<file path="src/rtl/mem_arbiter_if.sv">
// Bundles the fetch port, data port, memory port and stall signals of mem_arbiter.
// The arbiter uses the slave modport; the pipeline/memory side uses master.
interface mem_arbiter_if #(
  parameter int unsigned AW = 32,
  parameter int unsigned DW = 32
);
  logic          i_req;
  logic [AW-1:0] i_addr;
  logic [DW-1:0] i_rdata;
  logic          i_ready;
  logic          d_req;
  logic          d_we;
  logic [AW-1:0] d_addr;
  logic [DW-1:0] d_wdata;
  logic [DW-1:0] d_rdata;
  logic          d_ready;
  logic          mem_read;
  logic          mem_write;
  logic [AW-1:0] mem_addr;
  logic [DW-1:0] mem_wd;
  logic [DW-1:0] mem_rd;
  logic          stall_if;
  logic          stall_mem;

  modport slave (
    input  i_req, i_addr, d_req, d_we, d_addr, d_wdata, mem_rd,
    output i_rdata, i_ready, d_rdata, d_ready,
           mem_read, mem_write, mem_addr, mem_wd, stall_if, stall_mem
  );

  modport master (
    output i_req, i_addr, d_req, d_we, d_addr, d_wdata, mem_rd,
    input  i_rdata, i_ready, d_rdata, d_ready,
           mem_read, mem_write, mem_addr, mem_wd, stall_if, stall_mem
  );
endinterface

</file>
<file path="src/rtl/mem_arbiter.sv">
// Arbitrates one unified memory between instruction fetch and load/store.
// Data wins by default; a starvation counter forces a fetch after MAX_STARVE data grants.
module mem_arbiter #(
  parameter int unsigned AW         = 32,
  parameter int unsigned DW         = 32,
  parameter int unsigned LATENCY    = 2,
  parameter int unsigned MAX_STARVE = 4
) (
  input logic           clk,
  input logic           rst,
  mem_arbiter_if.slave  bus
);
  localparam int unsigned CW = (LATENCY > 1) ? $clog2(LATENCY) : 1;
  localparam int unsigned SW = $clog2(MAX_STARVE + 1);

  typedef enum logic [1:0] {IDLE, BUSY, DONE} state_t;

  state_t        state_q;
  logic [CW-1:0] cnt_q;
  logic [SW-1:0] starve_q;
  logic [AW-1:0] addr_q;
  logic [DW-1:0] wdata_q;
  logic          we_q;
  logic          gnt_d_q;
  logic [DW-1:0] i_rdata_q;
  logic [DW-1:0] d_rdata_q;
  logic          i_ready_q;
  logic          d_ready_q;
  logic          mem_read_q;
  logic          mem_write_q;

  logic pick_d;
  logic pick_i;
  logic last_c;
  logic next_last_c;

  assign pick_d      = bus.d_req && ((starve_q < SW'(MAX_STARVE)) || !bus.i_req);
  assign pick_i      = !pick_d && bus.i_req;
  assign last_c      = (cnt_q == CW'(LATENCY - 1));
  assign next_last_c = ((cnt_q + CW'(1)) == CW'(LATENCY - 1));

  always_ff @(posedge clk or negedge rst) begin
    if (!rst) begin
      state_q     <= IDLE;
      cnt_q       <= '0;
      starve_q    <= '0;
      addr_q      <= '0;
      wdata_q     <= '0;
      we_q        <= 1'b0;
      gnt_d_q     <= 1'b0;
      i_rdata_q   <= '0;
      d_rdata_q   <= '0;
      i_ready_q   <= 1'b0;
      d_ready_q   <= 1'b0;
      mem_read_q  <= 1'b0;
      mem_write_q <= 1'b0;
    end else begin
      i_ready_q <= 1'b0;
      d_ready_q <= 1'b0;
      case (state_q)
        IDLE: begin
          if (pick_d || pick_i) begin
            state_q     <= BUSY;
            cnt_q       <= '0;
            gnt_d_q     <= pick_d;
            addr_q      <= pick_d ? bus.d_addr : bus.i_addr;
            we_q        <= pick_d && bus.d_we;
            mem_read_q  <= !(pick_d && bus.d_we);
            mem_write_q <= pick_d && bus.d_we && (LATENCY == 1);
            if (pick_d) wdata_q <= bus.d_wdata;
            // Only data grants that bypass a waiting fetch count towards starvation.
            if (pick_i || !bus.i_req)
              starve_q <= '0;
            else if (starve_q < SW'(MAX_STARVE))
              starve_q <= starve_q + SW'(1);
          end
        end
        BUSY: begin
          if (last_c) begin
            state_q     <= DONE;
            mem_read_q  <= 1'b0;
            mem_write_q <= 1'b0;
            i_ready_q   <= !gnt_d_q;
            d_ready_q   <= gnt_d_q;
            if (!we_q) begin
              if (gnt_d_q) d_rdata_q <= bus.mem_rd;
              else         i_rdata_q <= bus.mem_rd;
            end
          end else begin
            cnt_q       <= cnt_q + CW'(1);
            mem_write_q <= we_q && next_last_c;
          end
        end
        DONE:    state_q <= IDLE;
        default: state_q <= IDLE;
      endcase
    end
  end

  assign bus.i_rdata   = i_rdata_q;
  assign bus.d_rdata   = d_rdata_q;
  assign bus.i_ready   = i_ready_q;
  assign bus.d_ready   = d_ready_q;
  assign bus.mem_read  = mem_read_q;
  assign bus.mem_write = mem_write_q;
  assign bus.mem_addr  = addr_q;
  assign bus.mem_wd    = wdata_q;
  assign bus.stall_if  = bus.i_req && !i_ready_q;
  assign bus.stall_mem = bus.d_req && !d_ready_q;
endmodule

</file>
<file path="src/flat_wrapper.sv">
// flat-port wrapper written by rule: the top's interface ports become plain ports
module mem_arbiter_flat 
#(
  parameter int unsigned AW         = 32,
  parameter int unsigned DW         = 32,
  parameter int unsigned LATENCY    = 2,
  parameter int unsigned MAX_STARVE = 4
)
  (clk, rst, bus_i_req, bus_i_addr, bus_d_req, bus_d_we, bus_d_addr, bus_d_wdata, bus_mem_rd, bus_i_rdata, bus_i_ready, bus_d_rdata, bus_d_ready, bus_mem_read, bus_mem_write, bus_mem_addr, bus_mem_wd, bus_stall_if, bus_stall_mem);
  mem_arbiter_if #(.AW(AW), .DW(DW)) bus_i ();
  input logic clk;
  input logic rst;
  input wire logic [$bits(bus_i.i_req)-1:0] bus_i_req;
  input wire logic [$bits(bus_i.i_addr)-1:0] bus_i_addr;
  input wire logic [$bits(bus_i.d_req)-1:0] bus_d_req;
  input wire logic [$bits(bus_i.d_we)-1:0] bus_d_we;
  input wire logic [$bits(bus_i.d_addr)-1:0] bus_d_addr;
  input wire logic [$bits(bus_i.d_wdata)-1:0] bus_d_wdata;
  input wire logic [$bits(bus_i.mem_rd)-1:0] bus_mem_rd;
  output wire logic [$bits(bus_i.i_rdata)-1:0] bus_i_rdata;
  output wire logic [$bits(bus_i.i_ready)-1:0] bus_i_ready;
  output wire logic [$bits(bus_i.d_rdata)-1:0] bus_d_rdata;
  output wire logic [$bits(bus_i.d_ready)-1:0] bus_d_ready;
  output wire logic [$bits(bus_i.mem_read)-1:0] bus_mem_read;
  output wire logic [$bits(bus_i.mem_write)-1:0] bus_mem_write;
  output wire logic [$bits(bus_i.mem_addr)-1:0] bus_mem_addr;
  output wire logic [$bits(bus_i.mem_wd)-1:0] bus_mem_wd;
  output wire logic [$bits(bus_i.stall_if)-1:0] bus_stall_if;
  output wire logic [$bits(bus_i.stall_mem)-1:0] bus_stall_mem;
  assign bus_i.i_req = bus_i_req;
  assign bus_i.i_addr = bus_i_addr;
  assign bus_i.d_req = bus_d_req;
  assign bus_i.d_we = bus_d_we;
  assign bus_i.d_addr = bus_d_addr;
  assign bus_i.d_wdata = bus_d_wdata;
  assign bus_i.mem_rd = bus_mem_rd;
  assign bus_i_rdata = bus_i.i_rdata;
  assign bus_i_ready = bus_i.i_ready;
  assign bus_d_rdata = bus_i.d_rdata;
  assign bus_d_ready = bus_i.d_ready;
  assign bus_mem_read = bus_i.mem_read;
  assign bus_mem_write = bus_i.mem_write;
  assign bus_mem_addr = bus_i.mem_addr;
  assign bus_mem_wd = bus_i.mem_wd;
  assign bus_stall_if = bus_i.stall_if;
  assign bus_stall_mem = bus_i.stall_mem;
  mem_arbiter #(.AW(AW), .DW(DW), .LATENCY(LATENCY), .MAX_STARVE(MAX_STARVE)) u_core (.clk(clk), .rst(rst), .bus(bus_i));
endmodule
</file>
<file path="config.mk">
export PLATFORM = sky130hd
export DESIGN_NAME = mem_arbiter_flat
export DESIGN_NICKNAME = d
export VERILOG_FILES = /design/src/rtl/mem_arbiter_if.sv /design/src/rtl/mem_arbiter.sv /design/src/flat_wrapper.sv
export SDC_FILE = /design/constraint.sdc
export NUM_CORES = 1
export LEC_CHECK = 0
export CORE_ASPECT_RATIO = 2
export CORE_MARGIN = 5
export CORE_UTILIZATION = 41
export CTS_CLUSTER_DIAMETER = 50
export DETAILED_ROUTE_END_ITERATION = 8
export PLACE_DENSITY = 0.8
export SETUP_SLACK_MARGIN = 0.05
export SLEW_MARGIN = 20
export SYNTH_ARGS = -nofsm -noshare
export SYNTH_HDL_FRONTEND = slang
export SYNTH_SLANG_ARGS = --single-unit
</file>
<file path="constraint.sdc">
create_clock -name clk -period 2.27 [get_ports clk]
set_clock_uncertainty 0.1 [all_clocks]
set_input_delay 0.227 -clock clk [delete_from_list [all_inputs] [get_ports clk]]
set_output_delay 0.227 -clock clk [all_outputs]
set_load 0.03 [all_outputs]
</file>
==> impl_metrics.py <==
metrics = {
    "critical_path": {
        "arrival_ns": 1.69,
        "crit_type": "in2out",
        "cp_common_cell": "clkdlybuf4s50_1",
        "crit_start": "bus_i_req",
        "critPathMaxStageDelay_ns": 0.68,
        "end_kind": "primary output",
        "crit_path_top_delay_cell": "clkdlybuf4s50_1",
        "cp_cell_sequence": "clkdlybuf4s50_1 > nor2b_1 > clkdlybuf4s50_1",
        "reg2reg_to": "u_core.bus.d_rdata[2]$_DFFE_PN0P_",
        "worstPathMaxFanout": 4,
        "required_ns": 1.94,
        "crit_path_start_kind": "input port",
        "r2r-start": "u_core.state_q[1]$_DFFE_PN0P_",
        "rrSetupSlack_ns": 0.42,
        "r2r_cells": 4,
    },
    "clocking": {
        "cts_resized": 0,
        "cts.path.max_buffers": 2,
        "clk_pin_slew_worst_paths_ns": 0.06,
        "post_cts_buffers": 0,
        "numCtsBuffers": 17,
        "cts_num_sinks": 140,
        "clock_latency_ns": 0.40,
        "clockRootBuffer": "clkbuf_16",
        "htreeDepth": 4,
        "holdBufCountCts": 1,
        "cts_tree": "done",
    },
    "power_and_ir_drop": {
        "ir_drop_mv": 0.852,
        "p_per_area_mw_per_mm2": 1630,
        "leakage_nw": 3.97,
        "power_mw": 15.2,
    },
    "sta": {
        "worst_slew_margin_rel_pct": 59.6,
        "fin_setup_tns_ns": 0,
        "setup_viol": 0,
        "worstMarginPinSlew_ns": 0.606,
        "max_freq_mhz": 496,
        "finalCriticalPeriod_ns": 2.01,
        "hold_ws_ns": 0.291,
        "rsz0062_at_grt": "false",
        "hold_viol_final": 0,
        "maxSlewViolCount": 0,
        "period_share_pct": 88.7,
    },
    "routing": {
        "drtPass1Iterations": 4,
        "drt_iter0_markers": 95,
        "vias": 3974,
        "drc": 0,
        "vias_per_cell": 4.81,
        "ant_nets": 0,
        "wl_per_cell_um": 19.0,
        "drt_wl_total_mm": 15.7,
    },
    "placed_design": {
        "hpwlAfterDp_mm": 12.0,
        "place_inst": 794,
        "gp_congestion": 0.775,
        "numPortBuffers": 266,
    },
    "synth": {
        "ys.flop_type": "dfrtp_1",
        "synth_nets": 479,
        "ys_ff_latch": 140,
        "ys_seq_area_share_pct": 61.1,
        "synthDistinctLibCells": 26,
        "synth-async-reset-ratio_pct": 100,
        "ys_warn_count": 0,
        "synth-edff-count": 0,
        "syn_avg_cell_area_um2": 16.6,
        "syn_area_mm2": 0.00574,
        "syn-instance-count": 345,
    },
    "floorplanning": {
        "rows": 61,
        "initial_core_util_pct": 41.5,
        "io_pins": 267,
        "die_y_um": 177,
        "coreArea_mm2": 0.0138,
        "die_area_mm2": 0.0166,
        "fp.dieW_um": 93.6,
    },
    "grt": {
        "overflow": 0,
        "groute.usage.overall_pct": 19.2,
        "grt_max_degree": 65,
        "antenna_found_initial": 0,
        "grt_pass1_vias": 4623,
        "grt_pass1_wl_mm": 24.2,
    },
    "outcome": {
        "outcome": "complete, no violations",
    },
    "final_layout": {
        "final_cells": 826,
        "num-fill-cells": 1020,
        "area_growth_pct": 62.1,
        "layout-drive-gt1-share_pct": 32.9,
        "final_core_util_pct": 67.3,
        "nNetsFinal": 759,
        "final_common_cell": "clkdlybuf4s50_1",
        "seqCellArea_mm2": 0.00350,
        "multi_input_area_mm2": 0.00215,
        "mostFrequentLayoutCells": "clkdlybuf4s50_1 (265), dfrtp_1 (140), mux2_2 (130)",
    },
    "worst_hold_path": {
        "hold_class": "in2async",
    },
    "job": {
        "drv_cap": 0,
    },
}
through the flow:
stage	cell area [um^2]	worst slack [ns]
finish	9300	0.256
global route	9300	0.181
CTS	9300	0.256
detailed placement	8690	0.161
global placement	8690	0.192
floorplan	5740	0.547
routing by layer:
metal	up-vias	GRT usage [%]	share of wire, %
li1	1794	-	-
met3	27	4.81	6.4
met1	1975	19.3	34
met4	0	8.92	2.7
met5	-	0	0
met2	178	36.0	56
worst max-delay path, delay by kind of cell:
family,cells,cell delay (ns)
AND/OR/NAND/NOR,1,0.17
buffers and inverters,2,1.29
cell type report:
class                   count  share of cell area, %
flip-flops and latches    140                   37.7
clock inverters            13                   1.79
diodes                      1                 0.0269
clock buffers              17                   4.58
repair buffers            278                   30.2
well taps                 189                   2.54
inverters                   2                 0.0807
multi-input cells         186                   23.1
sequential cells by signal (all words and copies together), names as in the netlist:
register              flops
u_core.bus.d_ready        1
u_core.gnt_d_q            1
u_core.state_q            2
u_core.bus.mem_write      1
u_core.bus.mem_read       1
u_core.starve_q           3
u_core.bus.mem_wd        32
u_core.cnt_q              1
u_core.bus.i_ready        1
u_core.bus.i_rdata       32
u_core.bus.d_rdata       32
u_core.we_q               1
u_core.bus.mem_addr      32
logic make-up (layout without fill, tap and decap cells):
family / after synthesis / in the layout / share of synthesized area [%]
fa+ha+maj: 1 / 1 / 0.218
simple gates: 14 / 14 / 1.70
buf+inv: 19 / 310 / 1.90
flops: 140 / 140 / 61.1
other cells: 0 / 1 / 0
mux: 163 / 163 / 33.9
compound gates: 8 / 8 / 1.16
Yosys cell counts, drive strengths merged (2+ instances only):
| cell | n | area [um^2] |
|---|---|---|
| nor2b | 2 | 12.5 |
| buf | 15 | 93.8 |
| clkbuf | 2 | 7.51 |
| o21ai | 2 | 10.0 |
| inv | 2 | 7.51 |
| dfrtp | 140 | 3500 |
| nor2 | 3 | 11.3 |
| nand2 | 2 | 7.51 |
| mux2 | 162 | 1940 |
| a22o | 3 | 26.3 |
worst max path at each step:
stage                                                to  cells past startpoint
finish                                     bus_stall_if                      3
global route                               bus_stall_if                      3
CTS                                        bus_stall_if                      3
detailed placement  u_core.bus.mem_addr[22]$_DFFE_PN0P_                      5
global placement    u_core.bus.mem_addr[27]$_DFFE_PN0P_                      5
floorplan           u_core.bus.mem_addr[19]$_DFFE_PN0P_                      4
power breakdown:
part	switching (mW)	internal, mW
clock	1.07	1.73
combinational	4.03	3.82
sequential	0.732	3.77
No activity file was read; power rests on OpenSTA's default activity.
==> RTL edit: new RTL, same settings <==
Re-encode `state_t` (3 states) as one-hot, 3 bits wide.
--- a/src/rtl/mem_arbiter.sv
+++ b/src/rtl/mem_arbiter.sv
@@ -15,3 +15,3 @@
 
-  typedef enum logic [1:0] {IDLE, BUSY, DONE} state_t;
+  typedef enum logic [2:0] {IDLE = 3'b001, BUSY = 3'b010, DONE = 3'b100} state_t;
 
Function: same outputs for any inputs over 4 cycles, from zero or initial values and one cycle with rst low; so few cycles prove little.
==> RTL edit against the original RTL <==
  * Worst setup slack got worse by 0.015 ns
  * Sequential cell count is 1 higher
  * Area after synthesis increased by 1.3%
  * Synthesized cell count grew 14%
  * Power decreased by 5.3%
  * Combinational power down 7.1%
  * Worst hold slack worse by 0.015 ns
  * Final cell count up 4.4%
  * Cell area grew 0.23%
  * Critical path depth up 1
  * Wire length rose by 1.1%
  * Largest power group unchanged
==> RTL edit: results (changes against the original RTL) <==
TritonRoute pass-1 iters: 4 (unchanged)
total CTS buffers: 17 (unchanged)
yosys warns: 0 (unchanged)
postcts setup bufs: 0 (unchanged)
sequential-to-total area share from yosys stat: 60.77% (-0.31 points)
Area after DPL: 8745 um^2 (+0.59%)
share of cells above drive strength 1: 21.25% (-12 points)
Hold Path Class: input pin to async pin
WL/cell: 18.42 um (-3.1%)
largest net degree at the start of global routing: 67 (+3.1%)
post-cts hold buffer count: 1 (unchanged)
top post-synthesis cells by area: dfrtp_1 60%, mux2_2 12%, mux2_4 7.8%, mux2i_1 5.5%, a31oi_1 3.4%
Placer Congestion: 0.7606 (-1.9%)
clk_lat worst skew: 0.40 ns (about the same)
synth unique cells: 35 (+35%)
all-layer global routing usage: 19.14% (-0.020 points)
synthesized instance count: 393 (+14%)
Worst Reg-to-Reg Cells: 4 (unchanged)
vias in the first global route: 4,727 (+2.2%)
Clock Tree Buf Depth: 2 (unchanged)
# resized after CTS: 0 (unchanged)
Psw: 5.702 mW (-2.3%)
Max H-tree Level: 4 (unchanged)
DRT iter0 DRCs: 112 (+18%)
first-pass GRT wire length: 24,610 um (+1.6%)
ys flop type: dfrtp_1
Critical R2R Capture: u_core.bus.d_rdata[24]
status: finished, final reports clean
Worst R2R Start: u_core.state_q[2]
Leak: 4.030 nW (+1.6%)
CTS root buf: clkbuf_16
syn_nets: 527 (+10%)
Async SR Flop Fraction: 100.0% (unchanged)
actual slew at the worst max-slew pin: 0.6009 ns (-0.005296 ns)
Via Count: 4,307 (+8.4%)
IO Port Bufs: 266 (unchanged)
Final nets: 794 (+4.6%)
initial antenna violation count: 0 (unchanged)
worst vdd ir: 0.8013 mV (-6.0%)
clk slew on worst S/H paths: 0.06 ns (about the same)
CP Max Fanout: 32 (+28)
slowest CP cell: or3b_2
Cells after DPL: 829 (+4.4%)
Filler cells: 1,059 (+3.8%)
commonest cells in the netlist: 140 x dfrtp_1, 64 x mux2_2, 33 x a21oi_1, 32 x a31oi_1, 32 x mux2i_1
Critical Path Max Stage Delay: 0.52 ns (-0.16 ns)
CP Data Arrival Time: 2.22 ns (+0.53 ns)
Detailed Place HPWL: 12,090 um (+0.51%)
diodes inserted: 0 (-1)
r2r setup slk: 0.24 ns (-0.18 ns)
crit-path leading delay family: simple AND/OR/NAND/NOR gates
Post-Layout Cell Count: 862 (+4.4%)
RTL edit: cell count changes after synthesis, sizes merged, moves of 2 or more:
cell,before,now
nor3b,1,4
mux2i,1,32
a31oi,0,32
mux2,162,97
clkbuf,2,11
or3b,0,2
a21oi,0,33
buf,15,17
RTL edit: kinds of logic after synthesis:
kind of cell / count (synthesis) / synth area share [%]
buffers and inverters: 29 / 2.520
AND/OR/NAND/NOR: 18 / 2.521
multiplexers: 129 / 26.26
AO/OA/AOI/OAI: 75 / 7.712
flip-flops: 141 / 60.77
adder cells (fa/ha/maj): 1 / 0.2154
RTL edit: layer usage:
metal | GRT usage, % | vias to the layer above | wire length [um]
li1 | - | 1982 | -
met1 | 19.40 | 2114 | 5289
met2 | 34.96 | 185 | 8924
met3 | 6.543 | 26 | 1247
met4 | 8.017 | 0 | 418
met5 | 0 | - | 0
RTL edit: area by class of cell:
| class | count | share of cell area, % |
|---|---|---|
| flip-flops and latches | 141 | 37.88 |
| repair buffers | 276 | 30.36 |
| multi-input cells | 223 | 23.13 |
| clock buffers | 19 | 4.646 |
| well taps | 189 | 2.538 |
| clock inverters | 13 | 1.410 |
| inverters | 1 | 0.04028 |
RTL edit: power by group through the flow:
| stage | Sequential, mW | Combinational, mW | Clock (mW) |
|---|---|---|---|
| floorplan | 6.62 | 1.92 | 0 |
| global placement | 4.41 | 7.19 | 0 |
| detailed placement | 4.46 | 7.36 | 0 |
| CTS | 4.44 | 7.39 | 2.72 |
| global route | 4.58 | 7.66 | 2.82 |
| finish | 4.43 | 7.29 | 2.64 |
RTL edit: worst max path at each step:
stage / from / to / slack (ns) / depth (start not counted)
after floorplan: u_core.state_q[2] / u_core.bus.d_rdata[0] / 0.44 / 5
final: u_core.state_q[2] / u_core.bus.d_rdata[24] / 0.24 / 4
after detailed placement: bus_d_req / u_core.bus.mem_addr[31] / 0.18 / 5
after global routing: bus_i_req / bus_stall_if / 0.19 / 3
after CTS: u_core.state_q[2] / u_core.bus.d_rdata[31] / 0.23 / 4
after global placement: bus_d_req / u_core.bus.mem_addr[31] / 0.22 / 5
RTL edit: per-stage QoR:
step	total power [mW]	utilization, %	hold WS, ns	setup WS (ns)
2_1_floorplan	8.542	-	-0.1686	0.4431
3_3_place_gp	11.60	62.95	0.1346	0.2192
3_5_place_dp	11.82	62.95	0.1533	0.1782
4_1_cts	14.54	67.09	0.2883	0.2332
5_1_grt	15.06	67.09	0.3168	0.1901
6_report	14.36	67.09	0.2759	0.2402
